`src/rtl/cavlc_pkg.sv`:
```
// ============================================================================
// Module : cavlc_pkg
// Brief  : Shared constants and FSM type for the CAVLC level codeword packer.
// Rev    : 1.0
// ============================================================================
`default_nettype none

package cavlc_pkg;

  localparam int MAX_PREFIX     = 15;
  localparam int MAX_SUFFIX_LEN = 5;
  localparam int MAX_CW_LEN     = 21;
  localparam int ACC_W          = 48;
  localparam int OUT_W          = 16;
  localparam int IN_THRESH      = 27;

  typedef enum logic {
    PACK  = 1'b0,
    FLUSH = 1'b1
  } packer_state_t;

endpackage

`default_nettype wire

```
`src/rtl/level_vlc_packer_if.sv`:
```
// ============================================================================
// Module : level_vlc_packer_if
// Brief  : Codeword input, flush and packed-word output handshakes.
// Rev    : 1.0
// ============================================================================
`default_nettype none

interface level_vlc_packer_if #(
  parameter int COUNT_W = 16
);

  logic               InValid;
  logic               InReady;
  logic [3:0]         Prefix;
  logic [4:0]         Suffix;
  logic [2:0]         SuffixLen;
  logic               Flush;
  logic               FlushReady;
  logic               FlushDone;
  logic               OutValid;
  logic               OutReady;
  logic [15:0]        OutWord;
  logic               OutLast;
  logic [COUNT_W-1:0] WordCount;

  modport master (
    output InValid, Prefix, Suffix, SuffixLen, Flush, OutReady,
    input  InReady, FlushReady, FlushDone, OutValid, OutWord, OutLast, WordCount
  );

  modport slave (
    input  InValid, Prefix, Suffix, SuffixLen, Flush, OutReady,
    output InReady, FlushReady, FlushDone, OutValid, OutWord, OutLast, WordCount
  );

endinterface

`default_nettype wire

```
`src/rtl/level_codeword_gen.sv`:
```
// ============================================================================
// Module : level_codeword_gen
// Brief  : Builds a left-aligned prefix/'1'/suffix codeword and its length.
// Rev    : 1.0
// ============================================================================
`default_nettype none

module level_codeword_gen
  import cavlc_pkg::*;
(
  input  logic [3:0]            prefix_i,
  input  logic [4:0]            suffix_i,
  input  logic [2:0]            suffix_len_i,
  output logic [MAX_CW_LEN-1:0] codeword_o,
  output logic [4:0]            len_o
);

  logic [2:0]            w_slen;
  logic [4:0]            w_mask;
  logic [5:0]            w_tail;
  logic [MAX_CW_LEN-1:0] w_tail_aligned;

  always_comb begin
    w_slen         = (suffix_len_i > 3'(MAX_SUFFIX_LEN)) ? 3'(MAX_SUFFIX_LEN) : suffix_len_i;
    // Keep only the top w_slen suffix bits so the tail below the codeword stays zero
    w_mask         = ~(5'b11111 >> w_slen);
    w_tail         = {1'b1, suffix_i & w_mask};
    w_tail_aligned = {w_tail, {MAX_PREFIX{1'b0}}};
    codeword_o     = w_tail_aligned >> prefix_i;
    len_o          = {1'b0, prefix_i} + 5'd1 + {2'b00, w_slen};
  end

endmodule

`default_nettype wire

```
`src/rtl/level_vlc_packer.sv`:
```
// ============================================================================
// Module : level_vlc_packer
// Brief  : Packs variable-length codewords MSB-first into 16-bit words.
// Rev    : 1.0
// ============================================================================
`default_nettype none

module level_vlc_packer
  import cavlc_pkg::*;
#(
  parameter int COUNT_W = 16
) (
  input  logic                Clk,
  input  logic                Reset,
  level_vlc_packer_if.slave   bus
);

  logic [ACC_W-1:0]      acc_q, acc_d, w_acc_shift, w_cw_ext;
  logic [5:0]            bitcnt_q, bitcnt_d, w_bc_shift;
  logic [COUNT_W-1:0]    wcnt_q, wcnt_d;
  packer_state_t         state_q, state_d;
  logic                  done_q, done_d;

  logic [MAX_CW_LEN-1:0] w_cw;
  logic [4:0]            w_len;
  logic                  w_in_ready, w_flush_ready, w_out_valid, w_out_last;
  logic                  w_in_acc, w_out_acc, w_flush_acc;

  level_codeword_gen u_cw_gen (
    .prefix_i     (bus.Prefix),
    .suffix_i     (bus.Suffix),
    .suffix_len_i (bus.SuffixLen),
    .codeword_o   (w_cw),
    .len_o        (w_len)
  );

  always_ff @(posedge Clk) begin
    if (Reset) begin
      state_q <= PACK;
      done_q  <= 1'b0;
    end else begin
      state_q <= state_d;
      done_q  <= done_d;
    end
  end

  always_ff @(posedge Clk) begin
    if (Reset) begin
      acc_q    <= '0;
      bitcnt_q <= '0;
      wcnt_q   <= '0;
    end else begin
      acc_q    <= acc_d;
      bitcnt_q <= bitcnt_d;
      wcnt_q   <= wcnt_d;
    end
  end

  always_comb begin
    w_in_ready    = (state_q == PACK) && (bitcnt_q <= 6'(IN_THRESH)) && !Reset;
    w_flush_ready = (state_q == PACK) && !Reset;
    w_out_valid   = (bitcnt_q >= 6'(OUT_W)) || ((state_q == FLUSH) && (bitcnt_q != 6'd0));
    w_out_last    = w_out_valid && (state_q == FLUSH) && (bitcnt_q <= 6'(OUT_W));
  end

  always_comb begin
    w_in_acc    = bus.InValid && w_in_ready;
    w_out_acc   = w_out_valid && bus.OutReady;
    w_flush_acc = bus.Flush && w_flush_ready;

    w_acc_shift = acc_q;
    w_bc_shift  = bitcnt_q;
    wcnt_d      = wcnt_q;
    if (w_out_acc) begin
      w_acc_shift = acc_q << OUT_W;
      w_bc_shift  = (bitcnt_q >= 6'(OUT_W)) ? (bitcnt_q - 6'(OUT_W)) : 6'd0;
      wcnt_d      = wcnt_q + 1'b1;
    end

    // Insert position follows the post-shift fill level
    w_cw_ext = {w_cw, {(ACC_W - MAX_CW_LEN){1'b0}}};
    acc_d    = w_acc_shift;
    bitcnt_d = w_bc_shift;
    if (w_in_acc) begin
      acc_d    = w_acc_shift | (w_cw_ext >> w_bc_shift);
      bitcnt_d = w_bc_shift + {1'b0, w_len};
    end
  end

  always_comb begin
    state_d = state_q;
    done_d  = 1'b0;
    case (state_q)
      PACK: begin
        if (w_flush_acc) begin
          if (bitcnt_d == 6'd0) begin
            done_d = 1'b1;
          end else begin
            state_d = FLUSH;
          end
        end
      end
      FLUSH: begin
        if ((w_out_acc && w_out_last) || (bitcnt_q == 6'd0)) begin
          state_d = PACK;
          done_d  = 1'b1;
        end
      end
      default: state_d = PACK;
    endcase
  end

  assign bus.InReady    = w_in_ready;
  assign bus.FlushReady = w_flush_ready;
  assign bus.FlushDone  = done_q;
  assign bus.OutValid   = w_out_valid;
  assign bus.OutWord    = acc_q[ACC_W-1 -: OUT_W];
  assign bus.OutLast    = w_out_last;
  assign bus.WordCount  = wcnt_q;

endmodule

`default_nettype wire

```
`src/flat_wrapper.sv`:
```
// flat-port wrapper written by rule: the top's interface ports become plain ports
module level_vlc_packer_flat import cavlc_pkg::*;
#(
  parameter int COUNT_W = 16
)
  (Clk, Reset, bus_InValid, bus_Prefix, bus_Suffix, bus_SuffixLen, bus_Flush, bus_OutReady, bus_InReady, bus_FlushReady, bus_FlushDone, bus_OutValid, bus_OutWord, bus_OutLast, bus_WordCount);
  level_vlc_packer_if #(.COUNT_W(COUNT_W)) bus_i ();
  input  logic Clk;
  input  logic Reset;
  input wire logic [$bits(bus_i.InValid)-1:0] bus_InValid;
  input wire logic [$bits(bus_i.Prefix)-1:0] bus_Prefix;
  input wire logic [$bits(bus_i.Suffix)-1:0] bus_Suffix;
  input wire logic [$bits(bus_i.SuffixLen)-1:0] bus_SuffixLen;
  input wire logic [$bits(bus_i.Flush)-1:0] bus_Flush;
  input wire logic [$bits(bus_i.OutReady)-1:0] bus_OutReady;
  output wire logic [$bits(bus_i.InReady)-1:0] bus_InReady;
  output wire logic [$bits(bus_i.FlushReady)-1:0] bus_FlushReady;
  output wire logic [$bits(bus_i.FlushDone)-1:0] bus_FlushDone;
  output wire logic [$bits(bus_i.OutValid)-1:0] bus_OutValid;
  output wire logic [$bits(bus_i.OutWord)-1:0] bus_OutWord;
  output wire logic [$bits(bus_i.OutLast)-1:0] bus_OutLast;
  output wire logic [$bits(bus_i.WordCount)-1:0] bus_WordCount;
  assign bus_i.InValid = bus_InValid;
  assign bus_i.Prefix = bus_Prefix;
  assign bus_i.Suffix = bus_Suffix;
  assign bus_i.SuffixLen = bus_SuffixLen;
  assign bus_i.Flush = bus_Flush;
  assign bus_i.OutReady = bus_OutReady;
  assign bus_InReady = bus_i.InReady;
  assign bus_FlushReady = bus_i.FlushReady;
  assign bus_FlushDone = bus_i.FlushDone;
  assign bus_OutValid = bus_i.OutValid;
  assign bus_OutWord = bus_i.OutWord;
  assign bus_OutLast = bus_i.OutLast;
  assign bus_WordCount = bus_i.WordCount;
  level_vlc_packer #(.COUNT_W(COUNT_W)) u_core (.Clk(Clk), .Reset(Reset), .bus(bus_i));
endmodule
```
`config.mk`:
```
export PLATFORM = sky130hd
export DESIGN_NAME = level_vlc_packer_flat
export DESIGN_NICKNAME = d
export VERILOG_FILES = /design/src/rtl/cavlc_pkg.sv /design/src/rtl/level_vlc_packer_if.sv /design/src/rtl/level_codeword_gen.sv /design/src/rtl/level_vlc_packer.sv /design/src/flat_wrapper.sv
export SDC_FILE = /design/constraint.sdc
export NUM_CORES = 1
export LEC_CHECK = 0
export ABC_AREA = 0
export CELL_PAD_IN_SITES_DETAIL_PLACEMENT = 1
export CELL_PAD_IN_SITES_GLOBAL_PLACEMENT = 1
export CORE_MARGIN = 2
export CORE_UTILIZATION = 30
export CTS_BUF_LIST = sky130_fd_sc_hd__clkbuf_4 sky130_fd_sc_hd__clkbuf_8
export DETAILED_ROUTE_END_ITERATION = 8
export GPL_TIMING_DRIVEN = 1
export PLACE_DENSITY = 0.73
export SYNTH_ARGS = -nofsm -noshare
export SYNTH_HDL_FRONTEND = slang
export SYNTH_SLANG_ARGS = --single-unit
```
`constraint.sdc`:
```
create_clock -name Clk -period 5.7 [get_ports Clk]
set_input_delay 0.57 -clock Clk [delete_from_list [all_inputs] [get_ports Clk]]
set_output_delay 0.57 -clock Clk [all_outputs]
set_load 0.02 [all_outputs]
```
==> run_results.csv <==
group,metric,value,unit
grt,top_usage_layer,"met2",
clocking,hold_buffers,0,
sta,finalCriticalPeriod,4425,ps
power_and_ir_drop,power.switching,0.0005520,W
sta,fmax,226.0,MHz
grt,use_met1,25.39,%
routing,postRouteAntennaNets,0,
critical_path,critical_path_class,"in -> reg",
die,die_x,136.9,um
critical_path,arrival,4730,ps
power_and_ir_drop,p_int,0.0009289,W
routing,vias,5584,
job,maxCapViolCount,0,
routing,drc_errors,0,
clocking,clk_latency,370,ps
critical_path,worstSetupEndpointType,"flip-flop",
power_and_ir_drop,combPwrFrac,33.7,%
clocking,cts_resized,0,
power_and_ir_drop,irDropWorstVdd,0.1034,mV
layout,final_common_cell,"nand2_1",
clocking,numCtsBuffers,9,
critical_path,r2r_end,"u_core.bus.FlushDone",
clocking,root_buffer,"clkbuf_8",
layout,final_net_count,757,
min_path,hold_class,"reg -> reg",
yosys,synth_top_cell_area_share,27.20,%
yosys,synth_ff_type,"dfxtp_1",
critical_path,regToRegSetupSlack,1500,ps
layout,final_cell_mix,"nand2_1, nor2_1, dfxtp_1, clkdlybuf4s50_1, o21ai_0",
run_status,status,"complete, no violations",
critical_path,reg2reg_from,"u_core.bitcnt_q[4]",
sta,rsz0062_at_grt,"no",
power_and_ir_drop,p_clk_share,28.9,%
power_and_ir_drop,switching_share,37.28,%
placement,place.port_buffers,53,
layout,num_antenna_cells,0,
die,ios,54,
grt,grt_use_met3,2.667,%
yosys,ys_seq_elements,72,
yosys,synth-async-reset-ratio,0,%
sta,drv_slew,0,
sta,relSlewSlack,35.01,%
yosys,ys_top_cells_by_area,"dfxtp_1, nand2_1, nor2_1",
yosys,syn_inst,721,
sta,fin_crit_sh,77.63,%
die,rows,48,
die,core_area,17300,um2
yosys,synth_top_cell_by_area,"dfxtp_1",
grt,grt_usage,19.43,%
layout,drive_gt1_share,6.948,%
power_and_ir_drop,seq_power_share,37.4,%
yosys,ys_seq_area_share,27.20,%
yosys,syn_nets,749,
grt,grt_max_degree,66,
critical_path,cp-start-kind,"input port",
yosys,synth.distinct_cells,90,
power_and_ir_drop,p_leak,2.099,nW
die,die_h,136.9,um
grt,grtUsageMet2,32.08,%
die,start_util,30.64,%
routing,first_iter_violations,456,
grt,grt_pass1_wl,28620,um
sta,hold_violations,0,
clocking,cts_htree_levels,3,
clocking,tritoncts,"built",
critical_path,required,6000,ps
placement,place_congestion,0.8959,
sta,finalClockSkew,7.668,ps
min_path,holdPathEnd,"u_core.acc_q[10]",
layout,area_delta_synth_final,13.84,%
yosys,syn_area_per_cell,7.349,um2
critical_path,reg2regPathDepth,13,
power_and_ir_drop,power_density,245.5,nW/um2
routing,viasPerCell,5.823,
critical_path,critPathMaxFanout,15,
min_path,min_path_cells,2,
routing,wl,17930,um
placement,dp_hpwl,12910,um
clocking,clk_path_buf_depth,2,
yosys,synth_warnings,0,
routing,routedWlPerCell,18.70,um
yosys,synth_edf_count,0,
min_path,hp-start,"u_core.acc_q[10]",
grt,grt_overflow,0,
sta,tns,0,ps
layout,fin_util,34.87,%
yosys,syn_area,5299,um2
clocking,clkTransAtPathRegs,80,ps
sta,report.final.setup_viol,0,
clocking,cts_sinks,72,
clocking,post_cts_buffers,0,
die,dieArea,18740,um2
grt,antenna_found_initial,0,
routing,dr.pass1.iters,6,
grt,grt_pass1_vias,5364,
sta,worstMarginPinSlew,965.9,ps
## state kept, by name (all words and copies together), names as in the netlist
name                  cells
u_core.acc_q             48
u_core.state_q            1
u_core.bitcnt_q           6
u_core.bus.FlushDone      1
u_core.bus.WordCount     16
## worst max path at each step
stage	start	endpoint	slack (ps)	depth (start not counted)
final	bus_OutReady	u_core.bus.FlushDone	1280	14
after global routing	bus_OutReady	u_core.bus.FlushDone	940	14
after CTS	bus_OutReady	u_core.bus.FlushDone	1260	14
after detailed placement	bus_OutReady	u_core.bus.FlushDone	870	14
after global placement	bus_OutReady	u_core.bus.FlushDone	1070	14
after floorplan	bus_OutReady	u_core.bus.FlushDone	1870	16
## Yosys cell counts (6+ instances only)
| library cell | instances |
|---|---|
| inv_1 | 17 |
| clkbuf_1 | 27 |
| a21oi_1 | 37 |
| o21ai_0 | 42 |
| and2_1 | 8 |
| nor3_1 | 13 |
| o22ai_1 | 6 |
| o211ai_1 | 7 |
| o31ai_1 | 6 |
| a21o_1 | 8 |
| o21ai_1 | 15 |
| dfxtp_1 | 72 |
| nand2_1 | 116 |
| a22oi_1 | 11 |
| o32ai_1 | 7 |
| or3_1 | 7 |
| buf_4 | 16 |
| nand4_1 | 6 |
| a31oi_1 | 21 |
| ha_1 | 8 |
| buf_2 | 14 |
| xor2_1 | 12 |
| mux2i_1 | 12 |
| nor2_1 | 80 |
| nor4_1 | 8 |
| nand3_1 | 18 |
## worst max-delay path, stage by stage
cell,delay [ps]
clkdlybuf4s50_1,510
nand4bb_1,360
and2_1,550
clkinv_1,220
fa_1,520
inv_1,40
ha_1,330
a21oi_1,250
xnor2_1,130
or4b_2,630
o21ai_0,170
nand3b_1,130
nand3b_1,170
a21oi_1,130
## per-layer routing
layer | up-vias | share of wire, %
met4 | 0 | 2.5
met3 | 29 | 5.1
met1 | 2743 | 45
met5 | - | 0
li1 | 2643 | -
met2 | 169 | 48
## metrics by stage
stage	hold WS, ps	std cells	power [W]	area (um2)	setup slack (ps)
global route	494.7	959	0.001556	6032	936.8
CTS	460.1	959	0.001492	6032	1260
global placement	435.3	943	0.001051	5826	1075
floorplan	424.8	721	0.0009142	5299	1873
detailed placement	443.5	943	0.001060	5826	868.8
finish	456.7	959	0.001481	6032	1275
## power groups by stage
stage	Combinational (W)	Sequential, W	Clock, W
final	0.000499	0.000555	0.000427
after global routing	0.000543	0.000558	0.000455
after CTS	0.000495	0.000554	0.000442
after detailed placement	0.000493	0.000566	0
after global placement	0.000485	0.000566	0
after floorplan	0.000360	0.000554	0
## final cells by class
class | instances | area (um2)
timing repair buffer | 63 | 600.6
fill | 2159 | 11260
inverter | 20 | 75.07
tap | 225 | 281.5
clock buffer | 11 | 151.4
sequential | 72 | 1441
clock inverter | 5 | 55.05
multi-input combinational | 563 | 3427
## cells by family (layout without fill, tap and decap cells)
logic type | count (synthesis) | after routing | share of synthesized area (%)
simple gates | 284 | 284 | 24.46
compound gates | 235 | 235 | 31.26
buf+inv | 86 | 99 | 8.123
flops | 72 | 72 | 27.20
xor+xnor | 17 | 17 | 2.810
mux | 16 | 16 | 3.117
fa+ha+maj | 11 | 11 | 3.023
No activity file was read; power rests on OpenSTA's default activity.
